File: config.mk
export PLATFORM = sky130hd
export DESIGN_NAME = bus_mux_arb
export DESIGN_NICKNAME = d
export VERILOG_FILES = /design/src/rtl/lc3_bus_pkg.sv /design/src/rtl/bus_mux_arb_rr_arbiter.sv /design/src/rtl/bus_mux_arb.sv
export SDC_FILE = /design/constraint.sdc
export NUM_CORES = 1
export LEC_CHECK = 0
export CAP_MARGIN = 20
export CORE_UTILIZATION = 25
export CTS_BUF_LIST = sky130_fd_sc_hd__clkbuf_8 sky130_fd_sc_hd__clkbuf_16
export DETAILED_ROUTE_END_ITERATION = 16
export RECOVER_POWER = 50
export SLEW_MARGIN = 20
export SYNTH_ARGS = -nofsm -noshare
export SYNTH_HDL_FRONTEND = slang
export SYNTH_SLANG_ARGS = --single-unit
File: constraint.sdc
create_clock -name clk -period 2.4 [get_ports clk]
set_input_delay 0.48 -clock clk [delete_from_list [all_inputs] [get_ports clk]]
set_output_delay 0.48 -clock clk [all_outputs]
set_load 0.005 [all_outputs]
File: src/rtl/lc3_bus_pkg.sv
// Shared LC-3 bus definitions: word width, bus source indices and a constant log2 helper.
package lc3_bus_pkg;

  localparam int unsigned WORD_W = 16;

  typedef enum logic [1:0] {
    SRC_PC     = 2'd0,
    SRC_MARMUX = 2'd1,
    SRC_ALU    = 2'd2,
    SRC_MDR    = 2'd3
  } bus_src_e;

  function automatic int unsigned clog2(input int unsigned v);
    int unsigned r;
    r = 0;
    for (int unsigned i = 0; i < 32; i++) begin
      if ((64'd1 << i) < 64'(v)) r = i + 1;
    end
    return r;
  endfunction

endpackage

File: src/rtl/bus_mux_arb_rr_arbiter.sv
// Combinational round-robin arbiter: first requester after 'last', wrapping modulo N.
module rr_arbiter #(
  parameter int unsigned N  = 2,
  parameter int unsigned IW = 1
) (
  input  logic [N-1:0]  req,
  input  logic [IW-1:0] last,
  output logic          gnt_valid,
  output logic [IW-1:0] gnt_idx
);

  int unsigned cand;

  always_comb begin
    gnt_valid = 1'b0;
    gnt_idx   = '0;
    cand      = 0;
    for (int unsigned i = 1; i <= N; i++) begin
      // Wrap by subtraction so indices >= N are never formed for non-power-of-2 N.
      cand = 32'(last) + i;
      if (cand >= N) cand = cand - N;
      if (!gnt_valid && req[cand[IW-1:0]]) begin
        gnt_valid = 1'b1;
        gnt_idx   = cand[IW-1:0];
      end
    end
  end

endmodule

File: src/rtl/bus_mux_arb.sv
// Many-to-one bus mux: round-robin arbitration of valid/ready sources into a tagged output register.
module bus_mux_arb
  import lc3_bus_pkg::*;
#(
  parameter int unsigned INSIZE   = 2,
  parameter int unsigned SELSIZE  = 1,
  parameter int unsigned DATASIZE = WORD_W
) (
  input  logic                         clk,
  input  logic                         rst,
  input  logic [DATASIZE*INSIZE-1:0]   in,
  input  logic [INSIZE-1:0]            in_valid,
  output logic [INSIZE-1:0]            in_ready,
  output logic [DATASIZE-1:0]          out,
  output logic                         out_valid,
  output logic [SELSIZE-1:0]           out_src,
  input  logic                         out_ready
);

  logic [DATASIZE-1:0] out_q,   out_d;
  logic                valid_q, valid_d;
  logic [SELSIZE-1:0]  src_q,   src_d;
  logic [SELSIZE-1:0]  last_q,  last_d;

  logic                load_en;
  logic                gnt_valid;
  logic [SELSIZE-1:0]  gnt_idx;
  logic [DATASIZE-1:0] gnt_word;

  rr_arbiter #(
    .N  (INSIZE),
    .IW (SELSIZE)
  ) u_arb (
    .req       (in_valid),
    .last      (last_q),
    .gnt_valid (gnt_valid),
    .gnt_idx   (gnt_idx)
  );

  assign load_en = !valid_q || out_ready;

  always_comb begin
    gnt_word = '0;
    in_ready = '0;
    for (int unsigned k = 0; k < INSIZE; k++) begin
      if (SELSIZE'(k) == gnt_idx) gnt_word = in[k*DATASIZE +: DATASIZE];
      in_ready[k] = !rst && load_en && gnt_valid && (SELSIZE'(k) == gnt_idx);
    end
  end

  always_comb begin
    out_d   = out_q;
    valid_d = valid_q;
    src_d   = src_q;
    last_d  = last_q;
    if (load_en) begin
      // An empty load slot clears valid but leaves the last word visible on out.
      valid_d = gnt_valid;
      if (gnt_valid) begin
        out_d  = gnt_word;
        src_d  = gnt_idx;
        last_d = gnt_idx;
      end
    end
  end

  always_ff @(posedge clk) begin
    if (rst) begin
      out_q   <= '0;
      valid_q <= 1'b0;
      src_q   <= '0;
      last_q  <= SELSIZE'(INSIZE - 1);
    end else begin
      out_q   <= out_d;
      valid_q <= valid_d;
      src_q   <= src_d;
      last_q  <= last_d;
    end
  end

  assign out       = out_q;
  assign out_valid = valid_q;
  assign out_src   = src_q;

endmodule
=== Word level (Yosys, flattened, before mapping) ===
Cells that the tools add are included.

* $add $sub $neg: 4
* Multipliers: 0
* Divide/modulo/power cells: 0
* Magnitude comparators: 4
* Equality and inequality tests: 0
* Shift operators: 0
* Mux-type cells: 11
* Bitwise logic cells: 1
* Reductions and logical operators: 10

{| class="wikitable"
|+ Operator list
! kind !! number
|-
| two-way mux 16 bit || 1
|-
| two-way mux 1 bit || 10
|-
| logical AND 1 bit || 5
|-
| < comparator 1 x 2 -> 1 bit, second input constant || 2
|-
| adder 1 x 2 -> 3 bit, second input constant || 1
|-
| >= comparator 3 x 2 -> 1 bit, second input constant || 1
|-
| zero test 1 bit || 3
|-
| adder 1 x 1 -> 2 bit, second input constant || 1
|-
| >= comparator 2 bit, second input constant || 1
|-
| AND reduction 2 bit || 1
|-
| subtractor 1 bit, second input constant || 2
|-
| logical OR 1 bit || 1
|-
| NOT 1 bit || 1
|}

* Flip-flop bits (word level): 19
* Latch bits: 0
* Memory bits (writable): 0
* ROM bits: 0
* Input port bits: 37
* Word-level logic and storage cells: 34
* Memories kept: 0

=== Logic depth before layout (Yosys ltp) ===
* Depth after elaboration: 11
* Depth in mapped cells: 6

=== Modules after synthesis ===
Synthesis repeated with hierarchy kept, for this count alone.

* Cell total of the unflattened synthesis: 90
* Area, all modules: 968.4 µm²

{| class="wikitable"
|+ By module, submodules not included
! module !! times used !! cells each !! area an instance (µm²) !! sequential area each (µm²)
|-
| bus_mux_arb || 1 || 88 || 954.7 || 380.4
|-
| rr_arbiter || 1 || 2 || 13.8 || 0.0
|}

=== Worst setup path before layout ===
OpenSTA, ideal clock, no wires.

* Kind: input port to output port
* Start: input in_valid[0]
* End: output in_ready[0]
* Data arrival time: 1.237 ns
* Required time: 1.920 ns
* Setup slack: 0.683 ns
* Stages: 5
* Path buffers: 2
* Cells stage by stage: or2_1 > buf_6 > and2_4 > buf_6 > nor3b_1

* Cells in the longest elaborated chain, start to end: 8
* Elaborated cells between the ends (all ways): 13
* Classes of those cells: mux: 8; bitwise: 1; reduce/logical: 4

{| class="wikitable"
|+ Ends and longest elaborated chain
! what !! RTL line !! source
|-
| start: declaration || bus_mux_arb.sv:12 || <nowiki>input logic [INSIZE-1:0] in_valid,</nowiki>
|-
| two-way mux 1 bit (implied by the code) (2 in series) || bus_mux_arb_rr_arbiter.sv:22 || <nowiki>if (!gnt_valid && req[cand[IW-1:0]]) begin</nowiki>
|-
| two-way mux 1 bit || bus_mux_arb_rr_arbiter.sv:22 ||
|-
| zero test 1 bit || bus_mux_arb_rr_arbiter.sv:22 ||
|-
| logical AND 1 bit || bus_mux_arb_rr_arbiter.sv:22 ||
|-
| two-way mux 1 bit || bus_mux_arb_rr_arbiter.sv:22 ||
|-
| logical AND 1 bit or NOT 1 bit (tied branches) || bus_mux_arb.sv:47 || <nowiki>in_ready[k] = !rst && load_en && gnt_valid && (SELSIZE'(k) == gnt_idx);</nowiki>
|-
| logical AND 1 bit * || bus_mux_arb.sv:47 ||
|-
| end: declaration || bus_mux_arb.sv:13 || <nowiki>output logic [INSIZE-1:0] in_ready,</nowiki>
|}

Every way passes the cells marked *; elsewhere a longest branch is shown, timed or not. The select of a mux whose other input is x is not followed.

=== Worst setup path after layout ===
Ends and elaborated chain as after synthesis.

==> insert_results.sql <==
INSERT INTO impl_metrics (metric_group, metric, value, unit) VALUES
('floorplan', 'placementRows', '22', ''),
('drt', 'detailedRoute.firstIterationViolations', '20', ''),
('floorplan', 'initial_core_util', '26.0', '%'),
('synthesis', 'syn-instance-count', '108', ''),
('floorplan', 'die_area', '4060', 'um2'),
('timing', 'setup_viol', '0', ''),
('synthesis', 'post_synth_design_cell_area', '953', 'um2'),
('finish', 'syn_to_final_growth', '70.3', '%'),
('synthesis', 'synth_ff_type', 'dfxtp_1', ''),
('timing', 'slew_headroom', '41.1', '%'),
('timing', 'timing.final.hold_violations', '0', ''),
('worst_setup_path', 'critPathTopFamily', 'buffers and inverters', ''),
('finish', 'n_antenna_cell', '0', ''),
('global_route', 'grt_antenna_before_repair', '0', ''),
('synthesis', 'synth_seq_area_share', '39.9', '%'),
('worst_setup_path', 'worstPathCellList', 'clkdlybuf4s50_1 -> buf_4 -> a21boi_4 -> buf_4 -> nor3b_1 -> dlygate4sd2_1', ''),
('finish', 'fin_area', '1620', 'um2'),
('clock_network', 'clock_latency', '0.25', 'ns'),
('place', 'place_hpwl', '2080', 'um'),
('worst_setup_path', 'cp-start-kind', 'primary input', ''),
('flow_run', 'cap_violations', '0', ''),
('pwr', 'power.leakage', '0.659', 'nW'),
('drt', 'detailroute.via_count', '1014', ''),
('finish', 'total_area_of_multi_input_combinational_cells', '507', 'um2'),
('min_path', 'hold_class', 'reg2reg', ''),
('global_route', 'maximum_number_of_pins_on_one_net_before_global_route_repair', '21', ''),
('timing', 'rsz0062_at_grt', 'false', ''),
('timing', 'whs', '0.519', 'ns'),
('drt', 'antenna_left', '0', ''),
('floorplan', 'die_height', '63.8', 'um'),
('timing', 'fin_tns_setup', '0', 'ns'),
('place', 'globalplace.congestion', '0.742', ''),
('synthesis', 'yosysWarningCount', '0', ''),
('timing', 'tightestPinTransition', '0.884', 'ns'),
('worst_setup_path', 'critical_path_required', '1.92', 'ns'),
('place', 'numPlacedInstances', '211', ''),
('timing', 'fin_worst_skew', '0.00508', 'ns'),
('worst_setup_path', 'worst_setup_path_end_kind', 'primary output', ''),
('finish', 'final_layout_size_suffix_gt1_share', '14.9', '%'),
('pwr', 'peakVddDrop', '0.226', 'mV'),
('place', 'port-buffer-count', '56', ''),
('drt', 'wl_per_cell', '12.9', 'um'),
('pwr', 'powerDensity', '499', 'nW/um2'),
('global_route', 'globalRouteMet1Util', '16.0', '%'),
('drt', 'viasPerCell', '4.69', ''),
('floorplan', 'ioPinCount', '57', ''),
('drt', 'routed_wire_length', '2790', 'um'),
('synthesis', 'synthTopCellsByCount', 'nand2_1, a21oi_1, dfxtp_1, a311oi_2', ''),
('finish', 'nFillCells', '378', ''),
('finish', 'final_cell_count_no_fill', '216', ''),
('finish', 'layout.area.seq', '380', 'um2'),
('status', 'outcome', 'finished clean', ''),
('timing', 'final-max-slew-violation-count', '0', ''),
('timing', 'finalCritPeriodShare', '93.8', '%'),
('synthesis', 'synth.top_cells.by_area', 'dfxtp_1, a311oi_2, nand2_1', ''),
('clock_network', 'tritoncts_num_sinks', '19', ''),
('worst_setup_path', 'timing.critical_path.slowest_stage_cell', 'clkdlybuf4s50_1', ''),
('synthesis', 'avgSynthCellArea', '8.83', 'um2'),
('synthesis', 'async_flop_share', '0', '%'),
('drt', 'drt-pass1-iter-count', '4', ''),
('global_route', 'grt_first_pass_wirelength', '4600', 'um'),
('timing', 'max_freq', '444', 'MHz'),
('synthesis', 'synth_top_area_share', '39.9', '%'),
('global_route', 'grt_pass1_vias', '1013', ''),
('clock_network', 'cts_buffers', '3', ''),
('global_route', 'gr-usage-all-layers', '14.4', '%'),
('drt', 'drc', '0', ''),
('clock_network', 'clockBufferDepth', '2', ''),
('worst_setup_path', 'critical-path-max-stage-delay', '0.48', 'ns'),
('place', 'total_placed_instance_area', '1570', 'um2'),
('pwr', 'p_total', '0.811', 'mW');
## final timing paths
kind,startpoint,to,depth (start not counted)
worst max register to register,out_valid,last_q,5
worst max-delay path,in_valid[0],in_ready[0],6
worst min-delay path,out[7],out[7],2
worst min register to register,out[7],out[7],2
## worst min-delay path: stages (launching register included)
cell,delay (ns)
dfxtp_1,0.31
a21oi_1,0.11
a311oi_1,0.06
## timing repair
| action | in CTS | in global routing |
|---|---|---|
| gates resized for setup | 4 | 0 |
| hold buffers | 0 | 0 |
| buffers inserted | 1 | 0 |
| hold endpoints to repair | 0 | 0 |
| endpoints found under the setup margin | 2 | 0 |
## per-stage QoR
| step | worst slack, ns | util (%) |
|---|---|---|
| finish | 0.149 | 44.4 |
| global route | 0.0505 | 44.4 |
| CTS | 0.140 | 44.5 |
| detailed placement | -0.132 | 42.9 |
| global placement | -0.110 | 42.9 |
| floorplan | 0.683 | - |
## per-layer routing
layer | wire [um] | up-vias | part of all wire, %
met5 | 0 | - | 0
met4 | 14 | 0 | 0.50
met3 | 284 | 2 | 10
met2 | 1310 | 46 | 47
met1 | 1170 | 458 | 42
li1 | - | 508 | -
## kinds of logic after synthesis
logic type,synth area share (%)
buf+inv,7.74
compound gates,35.6
flops,39.9
simple gates,16.8
## report_power, final
part | internal, mW | switching [mW] | total (mW)
Sequential | 0.345 | 0.0154 | 0.361
Clock | 0.113 | 0.0983 | 0.212
Combinational | 0.142 | 0.0970 | 0.239
Total | 0.600 | 0.211 | 0.811
## flip-flops by register name, indices dropped and copies added, names as in the netlist
signal	cells
out	16
last_q	1
out_src	1
out_valid	1
## final cells by class
type                            count  share of cell area (%)
Timing Repair Buffer               66                    38.7
Multi-Input combinational cell     78                    31.2
Sequential cell                    19                    23.4
Tap cell                           48                    3.70
Clock buffer                        3                    2.54
Clock inverter                      1                   0.231
Inverter                            1                   0.231
## cells in the final DEF (no fill, tap or decap), types with 2 or more instances in the layout
cell type        count
a311oi_2            10
clkbuf_8             3
dlygate4sd2_1        3
dfxtp_1             19
nor2_1               2
inv_1                2
a21oi_1             19
buf_4                9
dlygate4sd3_1       17
a311oi_1             6
nand2_1             33
clkdlybuf4s50_1     36
Power figures use the tool's default switching activity.
